--- config.mk ---
export PLATFORM = sky130hd
export DESIGN_NAME = mem_arbiter
export DESIGN_NICKNAME = d
export VERILOG_FILES = /design/src/rtl/mem_arbiter.sv
export SDC_FILE = /design/constraint.sdc
export NUM_CORES = 1
export LEC_CHECK = 0
export CORE_MARGIN = 1.5
export CORE_UTILIZATION = 37
export CTS_CLUSTER_SIZE = 30
export DETAILED_ROUTE_END_ITERATION = 7
export PLACE_DENSITY = 0.84
export SETUP_SLACK_MARGIN = 0.4
export SYNTH_ARGS = -nofsm -noshare
export SYNTH_HDL_FRONTEND = slang
export SYNTH_SLANG_ARGS = --single-unit
export TNS_END_PERCENT = 50
--- constraint.sdc ---
create_clock -name clk -period 1.58 [get_ports clk]
set_input_delay 0.158 -clock clk [delete_from_list [all_inputs] [get_ports clk]]
set_output_delay 0.158 -clock clk [all_outputs]
set_load 0.005 [all_outputs]
--- src/rtl/mem_arbiter.sv ---
// mem_arbiter: shares one data RAM between the CPU load/store path and a
// HOST/debug port. Accesses run through IDLE -> ACCESS -> WAIT -> ACK, and
// read data returns in a holding register for each requester.
// Optional feature: define MEM_ARB_ROUND_ROBIN_EN to break ties round-robin.
// If it is undefined, the CPU wins every tie.
module mem_arbiter #(
    parameter int AW = 10,
    parameter int DW = 32
) (
    input  logic          clk,
    input  logic          reset,
    input  logic          cpu_req,
    input  logic          cpu_we,
    input  logic [AW-1:0] cpu_addr,
    input  logic [DW-1:0] cpu_wdata,
    output logic          cpu_ack,
    output logic [DW-1:0] cpu_rdata,
    output logic          cpu_stall,
    input  logic          host_req,
    input  logic          host_we,
    input  logic [AW-1:0] host_addr,
    input  logic [DW-1:0] host_wdata,
    output logic          host_ack,
    output logic [DW-1:0] host_rdata,
    output logic          mem_we,
    output logic          mem_re,
    output logic [AW-1:0] mem_addr,
    output logic [DW-1:0] mem_wdata,
    input  logic [DW-1:0] mem_rdata,
    output logic          owner
);

    typedef enum logic [1:0] {S_IDLE, S_ACCESS, S_WAIT, S_ACK} state_e;

    state_e        state_q, state_d;
    logic          owner_q, owner_d;
    logic          we_q, we_d;
    logic [AW-1:0] addr_q, addr_d;
    logic [DW-1:0] wdata_q, wdata_d;
    logic [DW-1:0] cpu_rdata_q, cpu_rdata_d;
    logic [DW-1:0] host_rdata_q, host_rdata_d;
    logic          tie_host;
    logic          grant_host;

`ifdef MEM_ARB_ROUND_ROBIN_EN
    // On a tie, grant the port that was not granted last.
    assign tie_host = ~owner_q;
`else
    // On a tie, the CPU always wins.
    assign tie_host = 1'b0;
`endif

    // A port that requests alone always wins. The tie rule applies only when both request.
    assign grant_host = host_req & (~cpu_req | tie_host);

    // Next-state logic: the sequencer, the request latch in IDLE, and the read capture in WAIT.
    always_comb begin
        state_d      = state_q;
        owner_d      = owner_q;
        we_d         = we_q;
        addr_d       = addr_q;
        wdata_d      = wdata_q;
        cpu_rdata_d  = cpu_rdata_q;
        host_rdata_d = host_rdata_q;
        case (state_q)
            S_IDLE: begin
                if (cpu_req | host_req) begin
                    owner_d = grant_host;
                    we_d    = grant_host ? host_we    : cpu_we;
                    addr_d  = grant_host ? host_addr  : cpu_addr;
                    wdata_d = grant_host ? host_wdata : cpu_wdata;
                    state_d = S_ACCESS;
                end
            end
            S_ACCESS: state_d = S_WAIT;
            S_WAIT: begin
                if (!we_q) begin
                    if (owner_q) host_rdata_d = mem_rdata;
                    else         cpu_rdata_d  = mem_rdata;
                end
                state_d = S_ACK;
            end
            S_ACK:   state_d = S_IDLE;
            default: state_d = S_IDLE;
        endcase
    end

    // State and holding registers. Reset drops any access in flight.
    always_ff @(posedge clk or negedge reset) begin
        if (!reset) begin
            state_q      <= S_IDLE;
            owner_q      <= 1'b1;
            we_q         <= 1'b0;
            addr_q       <= '0;
            wdata_q      <= '0;
            cpu_rdata_q  <= '0;
            host_rdata_q <= '0;
        end else begin
            state_q      <= state_d;
            owner_q      <= owner_d;
            we_q         <= we_d;
            addr_q       <= addr_d;
            wdata_q      <= wdata_d;
            cpu_rdata_q  <= cpu_rdata_d;
            host_rdata_q <= host_rdata_d;
        end
    end

    // The strobes and acks are decoded straight from the state register.
    // An asynchronous reset therefore cuts off a write in ACCESS at once.
    assign mem_we     = (state_q == S_ACCESS) &  we_q;
    assign mem_re     = (state_q == S_ACCESS) & ~we_q;
    assign mem_addr   = addr_q;
    assign mem_wdata  = wdata_q;
    assign cpu_ack    = (state_q == S_ACK) & ~owner_q;
    assign host_ack   = (state_q == S_ACK) &  owner_q;
    assign cpu_rdata  = cpu_rdata_q;
    assign host_rdata = host_rdata_q;
    assign owner      = owner_q;
    assign cpu_stall  = cpu_req & ~cpu_ack;

endmodule

# Word-level counts from Yosys, hierarchy flattened
# Index checks and enable logic that the tools add are counted.
# totals
word_cells	31
input_bits	122
register_bits	110
# op_classes
n_bitwise	11
n_reduce_logical	4
mux	5
eq_ne	4
# op_table
op	count
$mux 32	1
$mux 10	1
$pmux 2 s4	1
$and 1x1->1	6
$reduce_and 3->1	2
$eq 2x2->1 const B	2
$not 1->1	4
$eq 2x1->1 const B	1
$logic_not 2->1	1
$mux 2	1
$ne 2x2->1 const B	1
$reduce_and 2->1	1
$mux 1	1
$or 1x1->1	1

# Logic depth before layout (Yosys ltp)
# logic_depth
ltp_word	4
ltp_mapped	6
ltp_nobuf	4

# Worst setup path after synthesis
# OpenSTA, ideal clock, no wires.
# synth_path
kind	flip-flop to flip-flop
startpoint	register state_q[0]
endpoint	register cpu_rdata_q[10] (netlist: cpu_rdata[10])
synth_period_minus_slack_ns	1.623
n_path_buf	1
setup_slack_ns	-0.043
arrival_ns	1.498
required_ns	1.455
setup_ns	0.125
path_stages_with_launch	6
cell_sequence	dfrtp_1 -> inv_1 -> ha_1 -> nor3b_4 -> buf_6 -> mux2_2
# synth_via
elab_chain_cells	2
# synth_lines
item	line	source
start, declared	35	state_e state_q, state_d;
start signal, assigned	99	state_q <= state_d;
$eq 2x2->1	65	case (state_q)
$reduce_and 3->1 (no source line)	-	
end signal, assigned	104	cpu_rdata_q <= cpu_rdata_d;
end, declared	40	logic [DW-1:0] cpu_rdata_q, cpu_rdata_d;
# No other way between the ends.
# A chain may end at the register's enable or synchronous reset.

# Final worst setup path
# layout_path
startpoint	register state_q[0]
endpoint	register cpu_rdata_q[2] (netlist: cpu_rdata[2])
# Same word-level chain as after synthesis.

==> impl_metrics.ini <==
[status]
status = complete, but fails checks
violations = setup timing

[placed_design]
post-place-ws_ns = -0.311
routabilityCongestion = 0.772
hpwl_um = 9630
io_buffers = 233
placed_cell_area_mm2 = 0.00751

[floorplanning]
die_height_um = 118
pin_count = 234
core_area_mm2 = 0.0127
fp-row-count = 41
start_util_pct = 38.4
dieArea_mm2 = 0.0139
die_w_um = 118

[synth]
yosys.area_share.xor_xnor_pct = 0
ys_seq_area_share_pct = 56.4
muxShareOfSynthArea_pct = 15.2
ys_async_sr_fraction_pct = 100
synth_most_common_cell = dfrtp_1
ys_types = 23
yosys_warnings = 0
synth_top_area_share_pct = 55.9
synthAdderAreaFrac_pct = 1.28
synthFlopType = dfrtp_1
syn_area_per_cell_um2 = 12.4
postSynthCellCount = 394
synthSimpleGateAreaFrac_pct = 7.41
ys_top_cells_by_count = dfrtp_1, inv_1, mux2_2
synth_compound_area_share_pct = 9.03
syn_area_mm2 = 0.00488
ys_seq_elements = 110
yosysTopAreaCell = dfrtp_1
synth_edf_count = 0
synth_top_family_by_area = multiplexers
syn_nets = 521
synth.area.top_cells = dfrtp_1, mux2_2, a222oi_1

[global_route]
grt_pass1_vias = 4289
grt-ovfl-total = 0
grt_pass1_wl_um = 23100
grt_use_total_pct = 21.2
antenna_found_initial = 0
grt_max_degree = 48

[timing]
drv_slew = 0
setup_viol = 55
tightestPinTransition_ns = 0.573
grt_setup_unrepaired = yes
clock_skew_ns = 0.00979
setup_tns_ns = -2.52
fin_crit_sh_pct = 105
fmax_mhz = 602
finalHoldViolations = 0
fin_crit_ns = 1.66
fin_ws_ns = -0.0798
max_slew_margin_pct = 61.8

[clock_tree]
clk_latency_ns = 0.34
cts_buffer_depth = 2
clock-sinks = 110
htree_levels = 3
ctsRootBufferMaster = clkbuf_16
cts_made_buffers = 9
clk_pin_slew_ns = 0.07
cts_tree = built

[critical_path]
crit_slowest_cell = dfrtp_1
worstSetupPathType = reg -> reg
required_ns = 1.80
r2r_start = state_q[0]$_DFFE_PN0P_
r2r_cells = 6
worstSetupEndpointType = register
cp_max_fo = 8
worstSetupStartpointType = register
r2r_slack_ns = -0.08
cp_slowest_stage_delay_ns = 0.40
cp_cell_sequence = inv_2 > ha_4 > nor3b_4 > buf_6 > clkbuf_16 > mux2_4
arrival_ns = 1.88
r2r_end = cpu_rdata[2]$_DFFE_PN0P_

[final_layout]
layout-drive-gt1-share_pct = 22.4
antenna_cells = 0
design_area_mm2 = 0.00852
final_nets = 787
area_growth_pct = 74.5

[flow_run]
drv_cap = 0

[route]
vias = 4194
drc = 0
ant_nets = 0
via_per_inst = 5.01
drtPass1Iterations = 8
routed_wl_um = 15600
wl_per_cell_um = 18.6
drt-initial-drc-count = 417

[power_and_ir_drop]
powerDensity_mw_per_mm2 = 1720
power_mw = 14.7
power_leakage_nw = 4.18
irDropWorstVdd_v = 0.000685

[hold_path]
hp-class = in -> async
==> routing by layer <==
layer	vias up	share of wire [%]	wire length (µm)	global-route usage [%]
li1	1876	-	-	-
met1	2081	41	6370	26.6
met2	222	50	7770	36.1
met3	15	7.6	1190	4.70
met4	0	1.5	229	7.55
met5	-	0	0	0
==> state kept, by name, summed over array words and instances, names as in the netlist <==
| signal | flops |
|---|---|
| host_rdata | 32 |
| mem_wdata | 32 |
| mem_addr | 10 |
| we_q | 1 |
| owner | 1 |
| state_q | 2 |
| cpu_rdata | 32 |
==> layout make-up <==
cell class | instances | area (µm²)
Inverter | 88 | 330
Multi-Input combinational cell | 174 | 1970
Clock inverter | 2 | 13.8
Clock buffer | 14 | 284
Sequential cell | 110 | 2750
Fill cell | 940 | 4210
Tap cell | 172 | 215
Timing Repair Buffer | 277 | 2950
==> logic make-up (layout without fill, tap and decap cells) <==
group | after synthesis | count (layout)
simple gates | 55 | 58
compound gates | 45 | 45
mux | 66 | 66
fa+ha+maj | 5 | 5
flops | 110 | 110
buf+inv | 113 | 381
==> worst max-delay path: cells and delay by family (launching register included) <==
family / cells / cell delay, ns
simple gates: 1 / 0.22
buf+inv: 3 / 0.45
mux: 1 / 0.31
fa+ha+maj: 1 / 0.16
flops: 1 / 0.40
==> how the worst max path moves through the flow <==
| stage | endpoint | slack [ns] | startpoint |
|---|---|---|---|
| final | cpu_rdata[2]$_DFFE_PN0P_ | -0.08 | state_q[0]$_DFFE_PN0P_ |
| after detailed placement | mem_addr[2]$_DFFE_PN0P_ | -0.31 | state_q[0]$_DFFE_PN0P_ |
| after CTS | cpu_rdata[29]$_DFFE_PN0P_ | -0.06 | state_q[0]$_DFFE_PN0P_ |
| after global placement | mem_wdata[25]$_DFFE_PN0P_ | -0.21 | cpu_req |
| after floorplan | cpu_rdata[10]$_DFFE_PN0P_ | 0.04 | state_q[0]$_DFFE_PN0P_ |
| after global routing | cpu_rdata[2]$_DFFE_PN0P_ | -0.15 | state_q[0]$_DFFE_PN0P_ |
==> power by group <==
part           internal (mW)  switching [mW]
Clock                   1.24           0.965
Combinational           4.69            2.70
Sequential              4.25           0.835
==> placed cells by master (no fill, tap or decap), drive strengths merged <==
| cell | Yosys | layout |
|---|---|---|
| dfstp | 1 | 1 |
| dfrtp | 109 | 109 |
| clkinv | 0 | 2 |
| mux2i | 1 | 1 |
| a222oi | 43 | 43 |
| dlygate4sd2 | 0 | 55 |
| nor2b | 46 | 49 |
| clkdlybuf4s50 | 0 | 119 |
| nand3b | 1 | 1 |
| dlygate4sd3 | 0 | 1 |
| mux2 | 65 | 65 |
| nor3b | 2 | 2 |
| clkdlybuf4s15 | 0 | 52 |
| and2b | 1 | 1 |
| a21oi | 1 | 1 |
| clkbuf | 10 | 18 |
| and2 | 3 | 3 |
| nor2 | 2 | 2 |
| inv | 88 | 88 |
| buf | 15 | 46 |
| o21ai | 1 | 1 |
| ha | 5 | 5 |
==> metrics by stage <==
step | hold slack [ns] | cells | utilization (%)
floorplan | -0.138 | 394 | -
global placement | 0.103 | 792 | 59.1
detailed placement | 0.104 | 792 | 59.1
CTS | 0.284 | 830 | 64.8
global route | 0.332 | 837 | 66.9
finish | 0.306 | 837 | 66.9
==> repair_timing <==
item / CTS / global route
gates resized for setup: 210 / 72
gates cloned: 10 / 4
setup endpoints to repair: 222 / 163
pin swaps: 45 / 4
endpoints found under the hold margin: 27 / 0
hold buffers: 1 / 0
buffers inserted: 11 / 3
No activity file was read; power rests on OpenSTA's default activity.
